--- src/rtl/k_and_s_pkg.sv ---
// Shared definitions for the program-memory block: FSM state encoding and default geometry.
package k_and_s_pkg;

   localparam int K_AND_S_ADDR_W = 5;
   localparam int K_AND_S_DATA_W = 16;

   typedef enum logic [1:0] {
      LOAD = 2'd0,
      FILL = 2'd1,
      RUN  = 2'd2
   } mem_state_t;

endpackage

--- src/rtl/k_and_s_program_memory.sv ---
// Program memory: streams a loader image, then releases the processor with a zero-latency read port; writes take effect at the rising edge.
// Backpressure: loader words are accepted only in LOAD. K_AND_S_MEM_ZERO_FILL_EN clears the unloaded tail before release.
module k_and_s_program_memory
   import k_and_s_pkg::*;
#(
   parameter int ADDR_W = K_AND_S_ADDR_W,
   parameter int DATA_W = K_AND_S_DATA_W
) (
   input  logic              clk,
   input  logic              rst_n,
   input  logic              load_valid,
   input  logic [DATA_W-1:0] load_data,
   input  logic              load_last,
   output logic              load_ready,
   output logic [ADDR_W:0]   load_count,
   output logic              cpu_run,
   input  logic [ADDR_W-1:0] ram_addr,
   input  logic              ram_write_enable,
   input  logic [DATA_W-1:0] ram_wdata,
   output logic [DATA_W-1:0] ram_rdata
);

   localparam int DEPTH = 2 ** ADDR_W;
   localparam logic [ADDR_W:0] FULL_COUNT = (ADDR_W + 1)'(DEPTH);

   logic [DATA_W-1:0] mem [DEPTH];
   mem_state_t        state;
   mem_state_t        next_state;
   logic [ADDR_W-1:0] ptr;
   logic              ptr_last;
   logic              mem_we;
   logic [ADDR_W-1:0] mem_waddr;
   logic [DATA_W-1:0] mem_wdata;
   logic              ptr_step;
   logic              word_accept;

   assign ptr_last    = &ptr;
   assign word_accept = (state == LOAD) && load_valid;
   assign ptr_step    = (word_accept || (state == FILL)) && !ptr_last;

   always_comb begin
      next_state = state;
      load_ready = 1'b0;
      cpu_run    = 1'b0;
      mem_we     = 1'b0;
      mem_waddr  = ptr;
      mem_wdata  = load_data;
      case (state)
         LOAD: begin
            load_ready = 1'b1;
            if (load_valid) begin
               mem_we = 1'b1;
               if (ptr_last) begin
                  next_state = RUN;
               end else if (load_last) begin
`ifdef K_AND_S_MEM_ZERO_FILL_EN
                  next_state = FILL;
`else
                  next_state = RUN;
`endif
               end
            end
         end
`ifdef K_AND_S_MEM_ZERO_FILL_EN
         FILL: begin
            mem_we    = 1'b1;
            mem_wdata = '0;
            if (ptr_last) begin
               next_state = RUN;
            end
         end
`endif
         RUN: begin
            cpu_run   = 1'b1;
            mem_we    = ram_write_enable;
            mem_waddr = ram_addr;
            mem_wdata = ram_wdata;
         end
         default: begin
            next_state = LOAD;
         end
      endcase
   end

   // Pointer parks on the last word rather than wrapping; the state change ends the sequence.
   always_ff @(posedge clk or negedge rst_n) begin
      if (!rst_n) begin
         state      <= LOAD;
         ptr        <= '0;
         load_count <= '0;
      end else begin
         state <= next_state;
         if (ptr_step) begin
            ptr <= ptr + 1'b1;
         end
         if (word_accept && (load_count != FULL_COUNT)) begin
            load_count <= load_count + 1'b1;
         end
      end
   end

   always_ff @(posedge clk) begin
      if (mem_we) begin
         mem[mem_waddr] <= mem_wdata;
      end
   end

   assign ram_rdata = mem[ram_addr];

endmodule

--- config.mk ---
export PLATFORM = sky130hd
export DESIGN_NAME = k_and_s_program_memory
export DESIGN_NICKNAME = d
export VERILOG_FILES = /design/src/rtl/k_and_s_pkg.sv /design/src/rtl/k_and_s_program_memory.sv
export SDC_FILE = /design/constraint.sdc
export NUM_CORES = 1
export LEC_CHECK = 0
export CAP_MARGIN = 20
export CELL_PAD_IN_SITES_DETAIL_PLACEMENT = 0
export CELL_PAD_IN_SITES_GLOBAL_PLACEMENT = 2
export CORE_UTILIZATION = 45
export CTS_CLUSTER_SIZE = 12
export DETAILED_ROUTE_END_ITERATION = 10
export PLACE_DENSITY = 0.75
export RECOVER_POWER = 50
export SLEW_MARGIN = 10
export SYNTH_ARGS = -nofsm -noshare
export SYNTH_HDL_FRONTEND = slang
export SYNTH_SLANG_ARGS = --single-unit
--- constraint.sdc ---
create_clock -name clk -period 2.8 [get_ports clk]
set_input_delay 0.56 -clock clk [delete_from_list [all_inputs] [get_ports clk]]
set_output_delay 0.56 -clock clk [all_outputs]
set_load 0.01 [all_outputs]
* Yosys cells after proc, flatten, opt, wreduce, memory -nomap -nowiden
Memory sizes are Yosys's and may differ from the RTL's.
Cells that the tools add are included.
** Word-level totals
- Flip-flop bits (word level) :: 13
- Memory bits (writable) :: 512
- Input port bits :: 42
- Output and inout bits :: 24
- Logic and storage cells :: 32
- Memories :: 1
** Memories
- mem :: depth 32, bits a word 16, rd ports 1, clocked after Yosys merged registers in 0, write ports 1, RTL line k_and_s_program_memory.sv:26 : logic [DATA_W-1:0] mem [DEPTH];
** Operators by class
- Add/sub/neg operators :: 2
- Equality and inequality tests :: 5
- Mux-type cells :: 12
- Bitwise gates (word level) :: 1
- Reduce and logical (&&, ||, !) cells :: 8
** Operators by type and width (count)
- $mux W16 :: 1
- $add A6 B1 Y6 const B :: 1
- $mux W2 :: 3
- $ne A6 B6 Y1 const B :: 1
- $add A5 B1 Y5 const B :: 1
- $mux W1 :: 5
- $mux W5 :: 1
- $reduce_and A5 Y1 :: 1
- $pmux W2 S2 :: 1
- $logic_and A1 B1 Y1 :: 3
- $ne A3 B3 Y1 const B :: 1
- $reduce_and A3 Y1 :: 1
- $eq A2 B1 Y1 const B :: 1
- $eq A2 B2 Y1 const B :: 1
- $logic_not A2 Y1 :: 1
- $ne A2 B2 Y1 const B :: 1
- $pmux W1 S2 :: 1
- $logic_not A1 Y1 :: 1
- $logic_or A1 B1 Y1 :: 1
- $not A1 Y1 :: 1

* Logic depth before layout (Yosys ltp)
Gate-level depths: netlist (run 1).
- Depth after elaboration :: 4
- Gate-level depth with buffers :: 8

* Worst setup path after synthesis (run 1)
No wires, ideal clock.
- Path kind :: input port to flip-flop
- Start point :: input ram_addr[1]
- End point :: memory mem[0][0] (netlist bit) (enable)
- Setup time :: 0.388 ns
- Arrival time :: 2.180 ns
- Required time :: 2.412 ns
- Setup slack :: 0.231 ns
- Cell stages on the path :: 7
- Path buffers :: 4
- Cell sequence :: buf_4 -> buf_8 -> buf_12 -> buf_12 -> o22ai_4 -> nand2_2 -> nor2_1
** Between the ends
- Longest elaborated chain between the ends :: 1
** RTL lines
- start, declared :: RTL line k_and_s_program_memory.sv:17 : input logic [ADDR_W-1:0] ram_addr,
- $mux W5 :: RTL line k_and_s_program_memory.sv:48 : case (state)
- end, declared :: RTL line k_and_s_program_memory.sv:26
No other way between the ends.

* Worst setup path after layout (run 1)
- Start point :: input ram_addr[1]
- End point :: output ram_rdata[15]
** Between the ends
- Longest elaborated chain between the ends :: 1
** RTL lines
- $mem_v2 Z32 W16
- end, declared :: RTL line k_and_s_program_memory.sv:20 : output logic [DATA_W-1:0] ram_rdata
No other way between the ends.

==> results.cfg, run 1 <==
[power]
switchingPower_uw = 3510
power.total_uw = 16400
p_int_uw = 12900
p_leak_uw = 0.00920
swShare = 0.214
power.share.combinational = 0.071
pwr-share-clk = 0.399
p_seq_frac = 0.530
peakVddDrop_uv = 509
p_per_area_nw_per_um2 = 636

[yosys]
yosysWarnings = 0
syn_area_per_cell_um2 = 17.4
yosysSeqAreaShare = 0.746
synth.top_cell.area_share = 0.732
yosys_register_bits = 524
synth-compound-area-share = 0.0522
synth_top_area_cell = edfxtp_1
synth_top_family_by_area = multiplexers
synth.distinct_cells = 37
syn_nets = 1254
netlist_top_cells_area = edfxtp_1 (73%), mux2i_1 (12%), a22oi_1 (2.3%)
synth_fa_ha_area_frac = 0.00238
synth_simple_gate_area_frac = 0.0366
synth_xor_area_frac = 0.00334
synthMuxAreaShare = 0.133
syn_area_um2 = 21000
netlist_instances = 1208

[setup_path]
setup.worst_path.start_class = primary input
endpoint_kind = output port
rrSetupSlack_ns = 0.35
arrival_ns = 2.22
path_class = in -> out
required_ns = 2.24
crit_fanout = 13

[floorplan]
ios = 66
fp.coreArea_um2 = 45700
die_x_um = 218
rows = 78
die_h_um = 218
die_area_um2 = 47500
initial_utilization = 0.460

[cts]
cts-root-buf = clkbuf_16
clk_pin_slew_ns = 0.06
cts.sinks = 524
cts_buffers = 55
insertion_delay_ns = 0.61
cts_tree = yes
clockBufferDepth = 3
htreeDepth = 2

[finish]
diodes = 0
nets = 1460
layout_common_cells = edfxtp_1 (512), mux2i_1 (250), buf_4 (81), a22oi_1 (56), clkbuf_16 (56)
nFillCells = 3556
final_common_cell = edfxtp_1
final_layout_size_suffix_gt1_frac = 0.198
syn_to_final_growth_pct = 22.8

[timing]
fin_worst_skew_ns = 0.0117
slew_violations = 0
period_share = 0.993
period_minus_slack_ns = 2.78
rsz0062_at_grt = true
tns_ns = 0
hold_viol_final = 0
slew_headroom = 0.0886
setup_viol = 0
fmax_ghz = 0.360
worst_pin_slew_ns = 1.37

[detailed_routing]
drc_errors = 0
first_pass_iters = 4
first_iter_violations = 746
avgRoutedWirePerCell_um = 24.8
routed_wirelength_mm = 51.0
viasPerCell = 5.55
vias = 11400
ant_nets = 0

[global_route]
grt_pass1_vias = 11600
grt_pass1_wl_mm = 75.2
grt.total_usage = 0.220
grt_max_degree = 37
antenna_found_initial = 0
gr-total-overflow = 0

[status]
status = finished clean

[place]
hpwl_mm = 30.5
io_buffers = 65
gp_congestion = 0.827

[flow_run]
drv_cap = 0

[worst_hold_path]
hold_path.class = in -> async
## power by group through the flow
stage / Combinational [uW] / Clock, uW / Sequential, uW
after floorplan: 568 / 0 / 8840
after global placement: 1060 / 0 / 8840
after detailed placement: 1070 / 0 / 8840
after CTS: 1170 / 6670 / 8680
after global routing: 1250 / 6970 / 8680
final: 1170 / 6540 / 8680
## logic make-up (layout without fill, tap and decap cells)
kind of cell | Yosys count | count (layout)
AOI/OAI and AO/OA | 154 | 154
buffers and inverters | 74 | 317
xor gates and xnor gates | 8 | 8
DFF | 524 | 524
adders and majority gates | 4 | 4
muxes | 277 | 277
and+or+nand+nor | 167 | 168
## worst max-delay path, cell delays in order
cell and delay, ns:
buf_8 0.15, buf_12 0.19, bufbuf_16 0.32, mux2i_1 0.08
a22oi_1 0.28, nand4_1 0.18, nand3_1 0.14, dlygate4sd2_1 0.28
## flip-flops by register name (all words and copies together) (netlist names)
register,flops
load_count,6
ptr,5
state,1
mem,512
## layout make-up
class | count | area [um2] | share of cell area
Sequential cell | 524 | 15700 | 0.608
Multi-Input combinational cell | 611 | 5100 | 0.198
Tap cell | 600 | 751 | 0.0291
Clock buffer | 66 | 1440 | 0.0558
Clock inverter | 29 | 165 | 0.00640
Inverter | 5 | 18.8 | 0.000728
Timing Repair Buffer | 217 | 2640 | 0.103
## repair_timing
| item | CTS | global route |
|---|---|---|
| hold buffers | 0 | 0 |
| endpoints found under the setup margin | 16 | 16 |
| resized for setup | 112 | 33 |
| pin swaps | 26 | 16 |
| setup buffers | 8 | 10 |
| gates cloned | 7 | 0 |
## synth_stat cells, drive strengths merged
| library cell | n |
|---|---|
| edfxtp | 512 |
| mux2i | 258 |
| a22oi | 64 |
| buf | 63 |
| nand2 | 54 |
| nand3 | 34 |
| nor2 | 34 |
| a21oi | 32 |
| a22o | 32 |
| mux2 | 19 |
| nand4 | 18 |
| nor3 | 17 |
| a31oi | 16 |
| dfrtp | 12 |
| clkbuf | 6 |
| o21ai | 6 |
| xnor2 | 6 |
| inv | 5 |
| ha | 4 |
| nor2b | 3 |
| nand2b | 2 |
| o22ai | 2 |
| or3 | 2 |
| xor2 | 2 |
| a32o | 1 |
| and2 | 1 |
| and3 | 1 |
| o41ai | 1 |
| or2 | 1 |
## final timing paths
kind | startpoint | end | cells past startpoint
min in group clk | load_count[5] | load_count[5] | 1
min | rst_n | load_count[3] | 1
max | ram_addr[1] | ram_rdata[15] | 8
max reg2reg | state[1] | mem[30][10] | 2
min reg2reg | load_count[5] | load_count[5] | 1
max in group asynchronous | rst_n | ptr[4] | 1
## through the flow
step / instance area, um2 / std cells / util / setup slack [ns] / hold slack, ns
after floorplan: 21000 / 1208 / - / 0.231 / 0.264
after global placement: 23500 / 1933 / 0.514 / -0.954 / 0.504
after detailed placement: 23500 / 1933 / 0.514 / -0.952 / 0.515
after CTS: 25600 / 2042 / 0.561 / -0.00443 / 0.311
after global routing: 25800 / 2052 / 0.565 / -0.0338 / 0.409
final: 25800 / 2052 / 0.565 / 0.0204 / 0.392
## metal layers
layer | GRT usage | wire [um]
met3 | 0.0378 | 2360
met4 | 0.0576 | 908
met5 | 0 | 0
met2 | 0.365 | 25300
met1 | 0.299 | 22400
(Power assumes the default switching activity.)
==> run 2: changes to the inputs <==
--- a/config.mk
+++ b/config.mk
@@ -5,14 +5,15 @@
 export SDC_FILE = /design/constraint.sdc
 export NUM_CORES = 1
 export LEC_CHECK = 0
+export ABC_AREA = 0
 export CAP_MARGIN = 20
 export CELL_PAD_IN_SITES_DETAIL_PLACEMENT = 0
 export CELL_PAD_IN_SITES_GLOBAL_PLACEMENT = 2
-export CORE_UTILIZATION = 45
+export CORE_UTILIZATION = 30
 export CTS_CLUSTER_SIZE = 12
 export DETAILED_ROUTE_END_ITERATION = 10
-export PLACE_DENSITY = 0.75
-export RECOVER_POWER = 50
+export PLACE_DENSITY = 0.53
+export RECOVER_POWER = 25
 export SLEW_MARGIN = 10
 export SYNTH_ARGS = -nofsm -noshare
 export SYNTH_HDL_FRONTEND = slang
==> run 2 against run 1 <==
  * Clock power is 12% higher
  * Design area grew 3.3%
  * Fmax rose by 1.9%
  * Sequential cell count unchanged
  * First-iteration DRC count increased by 6.2%
  * Register-to-register slack worse by 0.11 ns
  * Combinational power is 8% higher
==> results.cfg, run 2 (synthesized netlist as in run 1, its figures left out) <==
[status]
status = finished clean

[timing]
slew_headroom = 0.0863
period_share = 0.974
period_minus_slack_ns = 2.73
slew_violations = 0
fmax_ghz = 0.367
setup_viol = 0
fin_worst_skew_ns = 0.0369
tns_ns = 0
worst_pin_slew_ns = 1.37
rsz0062_at_grt = false
setup_ws_ns = 0.0735
hold_viol_final = 0

[detailed_routing]
viasPerCell = 4.77
first_pass_iters = 7
first_iter_violations = 792
avgRoutedWirePerCell_um = 24.5
vias = 11600
routed_wirelength_mm = 59.5
ant_nets = 0
drc_errors = 0

[finish]
layout_common_cells = edfxtp_1 (512), mux2i_1 (240), buf_4 (110), a22oi_1 (64), clkbuf_16 (58)
final_common_cell = edfxtp_1
register_area_um2 = 15700
final_layout_size_suffix_gt1_frac = 0.242
nFillCells = 6490
final_cells = 2428
top_register = mem
nets = 1497
final_util = 0.386
syn_to_final_growth_pct = 26.9
largest_reg_flops = 512
largestRegisters = mem x512, load_count x6, ptr x5
multi_input_area_um2 = 5150

[global_route]
grt_pass1_wl_mm = 84.9
use_met1 = 0.243
grt_max_degree = 33
antenna_found_initial = 5
use_met2 = 0.271
grt_pass1_vias = 11800
grt-busiest-layer = met2
grt.total_usage = 0.170
gr-total-overflow = 0
grtUsageMet3 = 0.0227

[place]
hpwl_mm = 36.7
io_buffers = 65
gp_congestion = 0.741
pre_cts_ws_ns = -1.01
dp_cells = 2294

[cts]
htreeDepth = 2
cts-root-buf = clkbuf_16
clockBufferDepth = 3
cts.sinks = 524
insertion_delay_ns = 0.63
cts_hold_buffers = 0
cts_tree = yes
cts_buffers = 57
clk_pin_slew_ns = 0.06

[power]
pwr-share-clk = 0.424
p_seq_frac = 0.503
p_per_area_nw_per_um2 = 648
power.total_uw = 17300
p_leak_uw = 0.00944
p_int_uw = 13500
switchingPower_uw = 3730
swShare = 0.216
power.share.combinational = 0.073
peakVddDrop_uv = 390

[setup_path]
arrival_ns = 2.17
cp_cell_sequence = buf_4 -> buf_4 -> nor2b_4 -> buf_4 -> buf_4 -> a22o_4 -> nor3_2 -> a31oi_1 -> buf_4 -> nand3_2 -> clkdlybuf4s15_2
slowest_delay_ns = 0.25
crit_fanout = 6
required_ns = 2.24
endpoint_kind = output port
cpMostUsedCell = buf_4
rrSetupSlack_ns = 0.24
path_delay_family = buffers and inverters
critPathBufInv = 6
path_class = in -> out
critical-path-slowest-cell = clkdlybuf4s15_2
setup.worst_path.start_class = primary input

[flow_run]
drv_cap = 0

[floorplan]
rows = 96
initial_utilization = 0.305
die_x_um = 267
die_area_um2 = 71100
ios = 66
die_h_um = 267
fp.coreArea_um2 = 68900

[worst_hold_path]
hold_path.class = in -> async
## run 2: timing repair
action	in CTS	in global routing
pin swaps	22	6
endpoints found under the hold margin	0	0
buffers inserted	27	0
endpoints found under the setup margin	17	12
cloned	4	0
resized for setup	142	22
## run 2: routing by layer
metal,part of all wire,up-vias
met1,0.48,5966
met3,0.040,66
met2,0.47,249
li1,-,5298
met5,0.00022,-
met4,0.016,2
## run 2: final timing paths
kind | from | endpoint | cells past startpoint
setup / recovery | ram_addr[0] | ram_rdata[1] | 11
hold / removal | rst_n | load_count[1] | 1
setup reg to reg | state[1] | mem[2][10] | 3
hold reg to reg | load_count[5] | load_count[5] | 1
max in group asynchronous | rst_n | state[1] | 1
min in group clk | load_count[5] | load_count[5] | 1
## run 2: layout make-up
class	instances	share of cell area
Multi-Input combinational cell	611	0.193
Clock buffer	72	0.0564
Timing Repair Buffer	252	0.105
Clock inverter	31	0.0117
Tap cell	931	0.0437
Inverter	5	0.000704
Sequential cell	524	0.588
Antenna cell	2	0.000188
## run 2: through the flow
stage	area [um2]	hold WS, ns
after floorplan	21000	0.264
after global placement	24200	0.502
after detailed placement	24200	0.515
after CTS	26700	0.295
after global routing	26600	0.405
final	26600	0.379
## run 2: power by group through the flow
| stage | Combinational [uW] | Sequential [uW] | Clock [uW] |
|---|---|---|---|
| CTS | 1290 | 8680 | 7540 |
| global route | 1340 | 8680 | 7800 |
| global placement | 1180 | 8840 | 0 |
| detailed placement | 1190 | 8840 | 0 |
| floorplan | 568 | 8840 | 0 |
| finish | 1260 | 8680 | 7330 |
